==> config.mk <==
export PLATFORM = sky130hd
export DESIGN_NAME = dmem_arbiter
export DESIGN_NICKNAME = d
export VERILOG_FILES = /design/src/rtl/dmem_arbiter.sv
export SDC_FILE = /design/constraint.sdc
export NUM_CORES = 1
export LEC_CHECK = 0
export BUFFER_PORTS_ARGS = -buffer_cell sky130_fd_sc_hd__buf_4
export CAP_MARGIN = 20
export CORE_AREA = 4 4 120 122
export DETAILED_ROUTE_END_ITERATION = 16
export DIE_AREA = 0 0 124 126
export PLACE_DENSITY = 0.69
export SLEW_MARGIN = 20
export SYNTH_ARGS = -nofsm -noshare
export SYNTH_HDL_FRONTEND = slang
export SYNTH_SLANG_ARGS = --single-unit
export TNS_END_PERCENT = 10
==> constraint.sdc <==
create_clock -name clk -period 2.1 [get_ports clk]
set_input_delay 0 -clock clk [delete_from_list [all_inputs] [get_ports clk]]
set_output_delay 0 -clock clk [all_outputs]
set_load 0.005 [all_outputs]
==> src/rtl/dmem_arbiter.sv <==
// dmem_arbiter
// Shares one data-memory port between the core memory stage (C) and an
// external master (X). The core has fixed priority, except that X takes the
// port once it has been denied MAX_WAIT consecutive idle cycles. Reads hold
// the port for RD_LAT cycles after issue; read data is steered back to the
// requester that issued it.
//
// Ports:
//   clk, Rst_n        clock, synchronous active-low reset
//   c_*               core request (byte enables, write, read, addr, data)
//   c_dout            core read data (live in the done cycle, held after)
//   mem_hold          stalls the core while its request is not yet complete
//   x_*               external master request / handshake / read return
//   m_*               memory-side port (m_dout is the memory read data)
module dmem_arbiter #(
  parameter int ADDR_W   = 32,
  parameter int DATA_W   = 32,
  parameter int RD_LAT   = 1,
  parameter int MAX_WAIT = 4
) (
  input  logic              clk,
  input  logic              Rst_n,
  input  logic [3:0]        c_en,
  input  logic              c_wea,
  input  logic              c_rea,
  input  logic [ADDR_W-1:0] c_addr,
  input  logic [DATA_W-1:0] c_din,
  output logic [DATA_W-1:0] c_dout,
  output logic              mem_hold,
  input  logic              x_req,
  input  logic              x_we,
  input  logic [3:0]        x_be,
  input  logic [ADDR_W-1:0] x_addr,
  input  logic [DATA_W-1:0] x_din,
  output logic              x_gnt,
  output logic              x_rvalid,
  output logic [DATA_W-1:0] x_rdata,
  output logic [3:0]        m_en,
  output logic              m_wea,
  output logic              m_rea,
  output logic [ADDR_W-1:0] m_addr,
  output logic [DATA_W-1:0] m_din,
  input  logic [DATA_W-1:0] m_dout
);

  typedef enum logic [0:0] {IDLE, RD_WAIT} state_t;

  state_t            state;
  logic              owner_x;     // 1: the outstanding read belongs to X
  logic [2:0]        lat_cnt;
  logic [3:0]        starve_cnt;
  logic [DATA_W-1:0] c_dout_q;
  logic [DATA_W-1:0] x_rdata_q;

  logic core_req;
  logic x_prio;
  logic c_issue;
  logic x_issue;
  logic rd_done;
  logic c_rd_done;
  logic x_rd_done;
  logic core_done;

  // Everything visible to the outside is gated with Rst_n so that all
  // strobes are quiet in the very first reset cycle, before the state
  // registers have been cleared.
  assign core_req  = (|c_en) & (c_wea | c_rea);
  assign x_prio    = x_req & (starve_cnt == 4'(MAX_WAIT));
  assign c_issue   = Rst_n & (state == IDLE) & core_req & ~x_prio;
  assign x_issue   = Rst_n & (state == IDLE) & x_req & ~(core_req & ~x_prio);
  assign rd_done   = Rst_n & (state == RD_WAIT) & (lat_cnt == 3'(RD_LAT));
  assign c_rd_done = rd_done & ~owner_x;
  assign x_rd_done = rd_done & owner_x;

  // A core write completes in its issue cycle; c_wea wins over c_rea.
  assign core_done = (c_issue & c_wea) | c_rd_done;
  assign mem_hold  = Rst_n & core_req & ~core_done;

  assign x_gnt    = x_issue;
  assign x_rvalid = x_rd_done;
  assign x_rdata  = x_rd_done ? m_dout : (Rst_n ? x_rdata_q : '0);
  assign c_dout   = c_rd_done ? m_dout : c_dout_q;

  // The memory port is driven straight from the winner in the issue cycle.
  always_comb begin
    m_en   = '0;
    m_wea  = 1'b0;
    m_rea  = 1'b0;
    m_addr = '0;
    m_din  = '0;
    if (c_issue) begin
      m_en   = c_en;
      m_wea  = c_wea;
      m_rea  = ~c_wea;
      m_addr = c_addr;
      m_din  = c_din;
    end else if (x_issue) begin
      m_en   = x_be;
      m_wea  = x_we;
      m_rea  = ~x_we;
      m_addr = x_addr;
      m_din  = x_din;
    end
  end

  always_ff @(posedge clk) begin
    if (!Rst_n) begin
      state      <= IDLE;
      owner_x    <= 1'b0;
      lat_cnt    <= '0;
      starve_cnt <= '0;
      c_dout_q   <= '0;
      x_rdata_q  <= '0;
    end else begin
      case (state)
        IDLE: begin
          if (c_issue) begin
            owner_x <= 1'b0;
            if (!c_wea) begin
              state   <= RD_WAIT;
              lat_cnt <= 3'd1;
            end
          end else if (x_issue) begin
            owner_x <= 1'b1;
            if (!x_we) begin
              state   <= RD_WAIT;
              lat_cnt <= 3'd1;
            end
          end
          // Counts denied idle cycles only; frozen while a read is pending.
          if (x_issue) begin
            starve_cnt <= '0;
          end else if (x_req && (starve_cnt != 4'(MAX_WAIT))) begin
            starve_cnt <= starve_cnt + 4'd1;
          end
        end
        RD_WAIT: begin
          if (lat_cnt == 3'(RD_LAT)) begin
            state   <= IDLE;
            lat_cnt <= '0;
            if (owner_x) begin
              x_rdata_q <= m_dout;
            end else begin
              c_dout_q <= m_dout;
            end
          end else begin
            lat_cnt <= lat_cnt + 3'd1;
          end
        end
        default: state <= IDLE;
      endcase
    end
  end

endmodule

==> impl_metrics.env, run 1 <==
export IMPL_outcome="finished clean"
export IMPL_die_y_um=126
export IMPL_io_buffer_count=310
export IMPL_gp_routability_congestion=1.01
export IMPL_cts_htree_levels=3
export IMPL_layout_min_cycle_time_ps=2040
export IMPL_ys_seq_elements=73
export IMPL_filler_cell_count=1220
export IMPL_coreArea_sq_mm=0.0132
export IMPL_insertedDiodeCount=0
export IMPL_max_stage_delay_ps=370
export IMPL_all_layer_gr_usage_pct=23.2
export IMPL_io_pins=311
export IMPL_final_max_tran_viols=0
export IMPL_hold_slack_ps=38.0
export IMPL_wl_um=19400
export IMPL_start_kind="flip-flop"
export IMPL_seq_area_sq_mm=0.00146
export IMPL_synth_warning_count=0
export IMPL_report_final_hold_viol_count=0
export IMPL_ir_worst_vdd_uv=337
export IMPL_critPathArrivalTime_ps=2040
export IMPL_power_per_cell_area_mw_per_mm2=503
export IMPL_number_of_global_route_vias_before_repair=5285
export IMPL_min_path_cells=4
export IMPL_drive_gt1_share_pct=43.7
export IMPL_postSynthNetCount=775
export IMPL_number_of_standard_cells_after_synthesis=599
export IMPL_area_of_combinational_cells_with_multiple_inputs_sq_mm=0.00284
export IMPL_clk_pin_slew_worst_paths_ps=60
export IMPL_required_ps=2100
export IMPL_power_total_mw=4.01
export IMPL_critical_path_endpoint_type="primary output"
export IMPL_grt_max_degree=65
export IMPL_route_vias_total=5585
export IMPL_dpl_cell_count=1049
export IMPL_synthToLayoutAreaGrowth_pct=71.2
export IMPL_critical_path_top_delay_family="buffers and inverters"
export IMPL_antenna_found_initial=0
export IMPL_timing_critical_path_slowest_stage_cell="o21ai_0"
export IMPL_die_x_um=124
export IMPL_placement_rows=42
export IMPL_setup_total_negative_slack_ps=0
export IMPL_fp_dieArea_sq_mm=0.0156
export IMPL_cap_viol_max_count=0
export IMPL_hp_class="primary input to flip-flop"
export IMPL_fin_crit_share_pct=97.0
export IMPL_critical_path_reg2reg_startpoint="starve_cnt[0]"
export IMPL_cts_tree="yes"
export IMPL_slew_limit_headroom_pct=60.9
export IMPL_syn_area_sq_mm=0.00465
export IMPL_tritoncts_num_buffers=9
export IMPL_worst_clock_skew_ps=6.15
export IMPL_grt_pass1_wl_um=28500
export IMPL_final_nets=1102
export IMPL_drt_antenna_violating_nets=0
export IMPL_dp_hpwl_um=14200
export IMPL_clk_latency_ps=330
export IMPL_cellLeakagePower_nw=3.69
export IMPL_avgRoutedWirePerCell_um=17.5
export IMPL_grt_setup_unrepaired="true"
export IMPL_post_synth_num_cell_types=36
export IMPL_detail_route_first_pass_iterations=4
export IMPL_finalSetupViolCount=0
export IMPL_synth_sequential_area_ratio_pct=31.4
export IMPL_avgSynthCellArea_sq_um=7.77
export IMPL_reg2reg_to="state"
export IMPL_worst_path_buf_inv=4
export IMPL_critical_path_cell_count=8
export IMPL_cts_buffer_depth=2
export IMPL_worstRegToRegCells=8
export IMPL_start_util_pct=35.3
export IMPL_whs_endpoint="starve_cnt[1]"
export IMPL_clock_sinks=73
export IMPL_max_freq_mhz=491
export IMPL_hold_sp="x_req"
export IMPL_worstMarginPinSlew_ps=585
export IMPL_path_cells="inv_2 > ha_1 > and4b_1 > nor3_4 > buf_6 > buf_16 > o21ai_0 > buf_4"
export IMPL_drt_drc_violations_left=0
export IMPL_cts_root_buf="clkbuf_16"
export IMPL_vias_per_cell=5.05
export IMPL_layoutNonFillerInstCount=1107
export IMPL_worstSetupPathType="flip-flop to primary output"
export IMPL_ff2ff_setup_slack_ps=160
export IMPL_worst_path_max_fanout=9
export IMPL_overflow=0
export IMPL_drt_first_iter_violations=323
==> cells in the mapped netlist, drive strengths merged <==
master  instances  area, sq um
a22o           32          280
o21ai          74          370
o21a            1         7.51
nor2b           4         32.5
o31ai           2         15.0
ha              2         25.0
nand2         143          539
and3            3         18.8
and3b           1         8.76
a21boi         65          488
nand3          74          370
mux2           32          473
nor3            1         10.0
buf            47          305
nor2            6         22.5
a31oi           1         6.26
and4bb          1         16.3
dfxtp          73         1460
and4b           1         10.0
nand4           1         6.26
inv             7         26.3
a21oi           6         30.0
mux2i           1         10.0
nor4            1         21.3
and2            3         18.8
nor3b           1         7.51
o211a           2         20.0
clkbuf         14         52.6
==> registers in the layout (all words and copies together), names as in the netlist <==
signal and cells:
c_dout_q 32, x_rdata_q 32, starve_cnt 4, lat_cnt 3, owner_x 1, state 1
==> stage by stage <==
stage / util, % / instance area [sq um] / worst slack [ps]
3_5_place_dp: 54.0 / 7120 / 199
6_report: 60.4 / 7970 / 63.9
5_1_grt: 60.4 / 7970 / -21.2
4_1_cts: 60.2 / 7940 / -29.0
3_3_place_gp: 54.0 / 7120 / 199
2_1_floorplan: - / 4650 / 479
==> worst reg2reg max path, delay by kind of cell, from the launching register on <==
kind          cells  cell delay (ps)
simple gates      3              600
buf+inv           3              450
flops             1              340
mux               1              300
fa+ha+maj         1              180
==> cell families after synthesis <==
logic type	count (synthesis)	synth area share (%)
AO/OA/AOI/OAI	183	26.2
adder cells (fa/ha/maj)	2	0.538
buffers and inverters	68	8.26
flip-flops	73	31.4
multiplexers	33	10.4
AND/OR/NAND/NOR	240	23.3
==> placed cells by master (no fill, tap or decap), types with 10 or more instances in the layout <==
| cell type | synthesis | routed |
|---|---|---|
| clkbuf_16 | 0 | 11 |
| o21ai_1 | 2 | 14 |
| dfxtp_1 | 73 | 71 |
| nand3_1 | 74 | 74 |
| dlygate4sd3_1 | 0 | 33 |
| o21ai_0 | 72 | 57 |
| a21boi_0 | 55 | 55 |
| buf_4 | 3 | 329 |
| mux2_4 | 30 | 30 |
| a21boi_1 | 10 | 10 |
| a22o_1 | 32 | 32 |
| nand2_1 | 142 | 142 |
==> worst max path at each step <==
stage / from / slack (ps) / to
after global placement: starve_cnt[0] / 200 / m_addr[27]
after detailed placement: starve_cnt[0] / 200 / m_addr[27]
after floorplan: starve_cnt[0] / 480 / state
after global routing: starve_cnt[0] / -20 / m_din[30]
after CTS: starve_cnt[0] / -30 / m_en[1]
final: starve_cnt[0] / 60 / m_din[31]
==> power breakdown <==
part	switching [mW]	internal (mW)
logic	0.465	0.645
clock network	0.622	0.844
registers	0.0195	1.41
==> metal layers <==
| layer | track usage [%] | vias up | routed length, um |
|---|---|---|---|
| met5 | 0 | - | 0 |
| met3 | 5.78 | 31 | 1660 |
| met4 | 6.96 | 0 | 419 |
| met1 | 30.0 | 2571 | 7890 |
| met2 | 37.9 | 232 | 9380 |
| li1 | - | 2751 | - |
==> repair_timing <==
action / CTS / global route
endpoints found under the hold margin: 65 / 0
gates resized for setup: 25 / 6
endpoints found under the setup margin: 65 / 74
hold buffers: 33 / 0
gates cloned: 4 / 2
pin swaps: 2 / 1
setup buffers: 4 / 0
==> layout make-up <==
class	instances	area share [%]
timing repair buffer	377	39.2
clock buffer	10	3.00
tap	176	2.76
sequential	73	18.4
clock inverter	6	0.628
inverter	7	0.330
multi-input combinational	458	35.7
Power figures use the tool's default switching activity.
==> inputs of run 2 (changes only) <==
- ABC_AREA: unset -> 1
- CORE_AREA: 4 4 120 122 -> 4 4 118 120
- DIE_AREA: 0 0 124 126 -> 0 0 122 124
- PLACE_DENSITY: 0.69 -> unset
- clock period: 2.1 -> 2.05 ns (I/O delays scaled with it)
==> run 2 against run 1 <==
Global-route usage down 2.8 points. Final cell count fell by 6.6%. Clock skew grew 2.4 ps. Sequential share of layout area up 2.0 points. Worst setup slack got worse by 48 ps. Final area decreased by 9.3%. Flip-flop and latch count unchanged. Critical endpoint is now c_dout[25]. Clock power increased by 9%.
==> impl_metrics.env, run 2 <==
export IMPL_clk_latency_ps=330
export IMPL_ff2ff_setup_slack_ps=370
export IMPL_coreArea_sq_mm=0.0130
export IMPL_whs_endpoint="starve_cnt[0]"
export IMPL_io_pins=311
export IMPL_layout_min_cycle_time_ps=2030
export IMPL_avgSynthCellArea_sq_um=7.32
export IMPL_grt_pass1_wl_um=24000
export IMPL_worst_setup_slack_post_dpl_ps=249
export IMPL_wl_met1_um=6530
export IMPL_die_x_um=122
export IMPL_final_max_tran_viols=0
export IMPL_hp_class="primary input to flip-flop"
export IMPL_final_common_cell="buf_4"
export IMPL_met3WireLength_um=1720
export IMPL_synth_top_area_share_pct=39.4
export IMPL_yosys_area_top_type="dfxtp_1"
export IMPL_ir_worst_vdd_uv=403
export IMPL_synth_sequential_area_ratio_pct=39.4
export IMPL_vias_per_cell=4.77
export IMPL_number_of_standard_cells_after_synthesis=506
export IMPL_power_total_mw=3.98
export IMPL_filler_cell_count=1211
export IMPL_fp_dieArea_sq_mm=0.0151
export IMPL_postSynthNetCount=682
export IMPL_critPathArrivalTime_ps=2030
export IMPL_die_y_um=124
export IMPL_most_numerous_cell_in_the_yosys_netlist="nand2_1"
export IMPL_placement_rows=42
export IMPL_synth_edf_count=0
export IMPL_grt_max_degree=62
export IMPL_worstRegToRegCells=8
export IMPL_reg_largest_list="c_dout_q: 32 flops, x_rdata_q: 32 flops, starve_cnt: 4 flops"
export IMPL_worst_clock_skew_ps=8.56
export IMPL_start_util_pct=28.5
export IMPL_hold_sp="Rst_n"
export IMPL_ys_seq_elements=73
export IMPL_post_synth_num_cell_types=27
export IMPL_final_nets=1029
export IMPL_critical_path_reg2reg_startpoint="state"
export IMPL_clk_pin_slew_worst_paths_ps=50
export IMPL_synthTopCellsByArea="dfxtp_1 (39%), a22o_1 (16%), nand2_1 (15%)"
export IMPL_synth_common_cells="nand2_1 (148), dfxtp_1 (73), a22o_1 (68)"
export IMPL_detail_route_first_pass_iterations=5
export IMPL_postPlaceCellArea_sq_mm=0.00618
export IMPL_worstSetupPathType="flip-flop to primary output"
export IMPL_gp_routability_congestion=0.843
export IMPL_cts_buffer_depth=2
export IMPL_setup_worst_path_start="state"
export IMPL_yosys_most_used_dff="dfxtp_1"
export IMPL_drt_drc_violations_left=0
export IMPL_overflow=0
export IMPL_route_top_layer_used="met4"
export IMPL_cellLeakagePower_nw=3.80
export IMPL_fin_crit_share_pct=99.2
export IMPL_drt_antenna_violating_nets=0
export IMPL_power_per_cell_area_mw_per_mm2=551
export IMPL_required_ps=2050
export IMPL_clock_sinks=73
export IMPL_drt_first_iter_violations=180
export IMPL_wl_um=18200
export IMPL_critical_path_endpoint_type="primary output"
export IMPL_layout_setup_ws_ps=16.4
export IMPL_cts_tree="yes"
export IMPL_reg2reg_to="c_dout_q[26]"
export IMPL_start_kind="flip-flop"
export IMPL_route_vias_total=4937
export IMPL_cap_viol_max_count=0
export IMPL_number_of_global_route_vias_before_repair=4471
export IMPL_min_path_cells=3
export IMPL_setup_total_negative_slack_ps=0
export IMPL_synth_warning_count=0
export IMPL_worst_path_max_fanout=7
export IMPL_syn_area_sq_mm=0.00370
export IMPL_dp_hpwl_um=13200
export IMPL_report_final_hold_viol_count=0
export IMPL_synthArstFlopShare_pct=0
export IMPL_drive_gt1_share_pct=46.9
export IMPL_all_layer_gr_usage_pct=20.4
export IMPL_avgRoutedWirePerCell_um=17.6
export IMPL_insertedDiodeCount=0
export IMPL_route_met2_wl_um=9540
export IMPL_tritoncts_num_buffers=9
export IMPL_most_common_layout_cells="buf_4 (323), nand2_1 (127), dfxtp_1 (69)"
export IMPL_max_freq_mhz=492
export IMPL_antenna_found_initial=0
export IMPL_cts_htree_levels=3
export IMPL_finish_instance_area_sq_mm=0.00722
export IMPL_outcome="finished clean"
export IMPL_cts_root_buf="clkbuf_16"
export IMPL_grt_setup_unrepaired="true"
export IMPL_slew_limit_headroom_pct=73.1
export IMPL_finalSetupViolCount=0
export IMPL_worstMarginPinSlew_ps=403
export IMPL_io_buffer_count=310
export IMPL_synthToLayoutAreaGrowth_pct=95.0
[run 2: final cells by class]
| cell class | instances | area [sq um] | share of cell area [%] |
|---|---|---|---|
| multi-input combinational | 354 | 2030 | 28.1 |
| timing repair buffer | 368 | 3020 | 41.8 |
| inverter | 47 | 176 | 2.44 |
| clock inverter | 4 | 51.3 | 0.710 |
| sequential | 73 | 1470 | 20.3 |
| clock buffer | 12 | 256 | 3.55 |
| tap | 176 | 220 | 3.05 |
[run 2: metal layers]
layer	vias to the layer above	GRT usage (%)
li1	2412	-
met2	203	36.8
met5	-	0
met4	0	6.79
met1	2296	21.9
met3	26	7.95
[run 2: what timing repair did]
item	CTS	global route
setup endpoints to repair	59	101
cloned	0	9
hold buffers	32	0
resized for setup	6	78
buffers inserted	0	8
hold endpoints to repair	64	0
pin swaps	2	6
[run 2: per-stage QoR]
step	utilization [%]	hold slack, ps	std cells
2_1_floorplan	-	109	506
3_3_place_gp	47.6	220	969
3_5_place_dp	47.6	223	969
4_1_cts	52.6	15.2	1017
5_1_grt	55.7	58.6	1034
6_report	55.7	31.9	1034
[run 2: cells by family after synthesis]
| family | share of synthesized area, % |
|---|---|
| flops | 39.4 |
| buf+inv | 9.63 |
| compound gates | 25.9 |
| simple gates | 23.6 |
| fa+ha+maj | 0.675 |
| xor+xnor | 0.709 |
[run 2: power breakdown]
group / switching [mW] / internal, mW / leakage, nW
combinational: 0.360 / 0.561 / 3.06
clock: 0.588 / 1.01 / 0.149
sequential: 0.0148 / 1.45 / 0.591
[run 2: worst max path at each step]
stage	end	cells past startpoint
3_5_place_dp	c_dout[2]	9
2_1_floorplan	m_din[12]	9
5_1_grt	c_dout[28]	9
3_3_place_gp	c_dout[2]	9
4_1_cts	c_dout[2]	9
6_report	c_dout[25]	9
[run 2: worst max-delay path, cell delays in order (launching register included)]
cell and delay (ps):
dfxtp_2 350, nand2_2 90, nor3_4 220, inv_2 50, or2_4 290, nor2_8 240, clkbuf_16 210, nand2_2 50
o21ai_1 70, buf_4 120
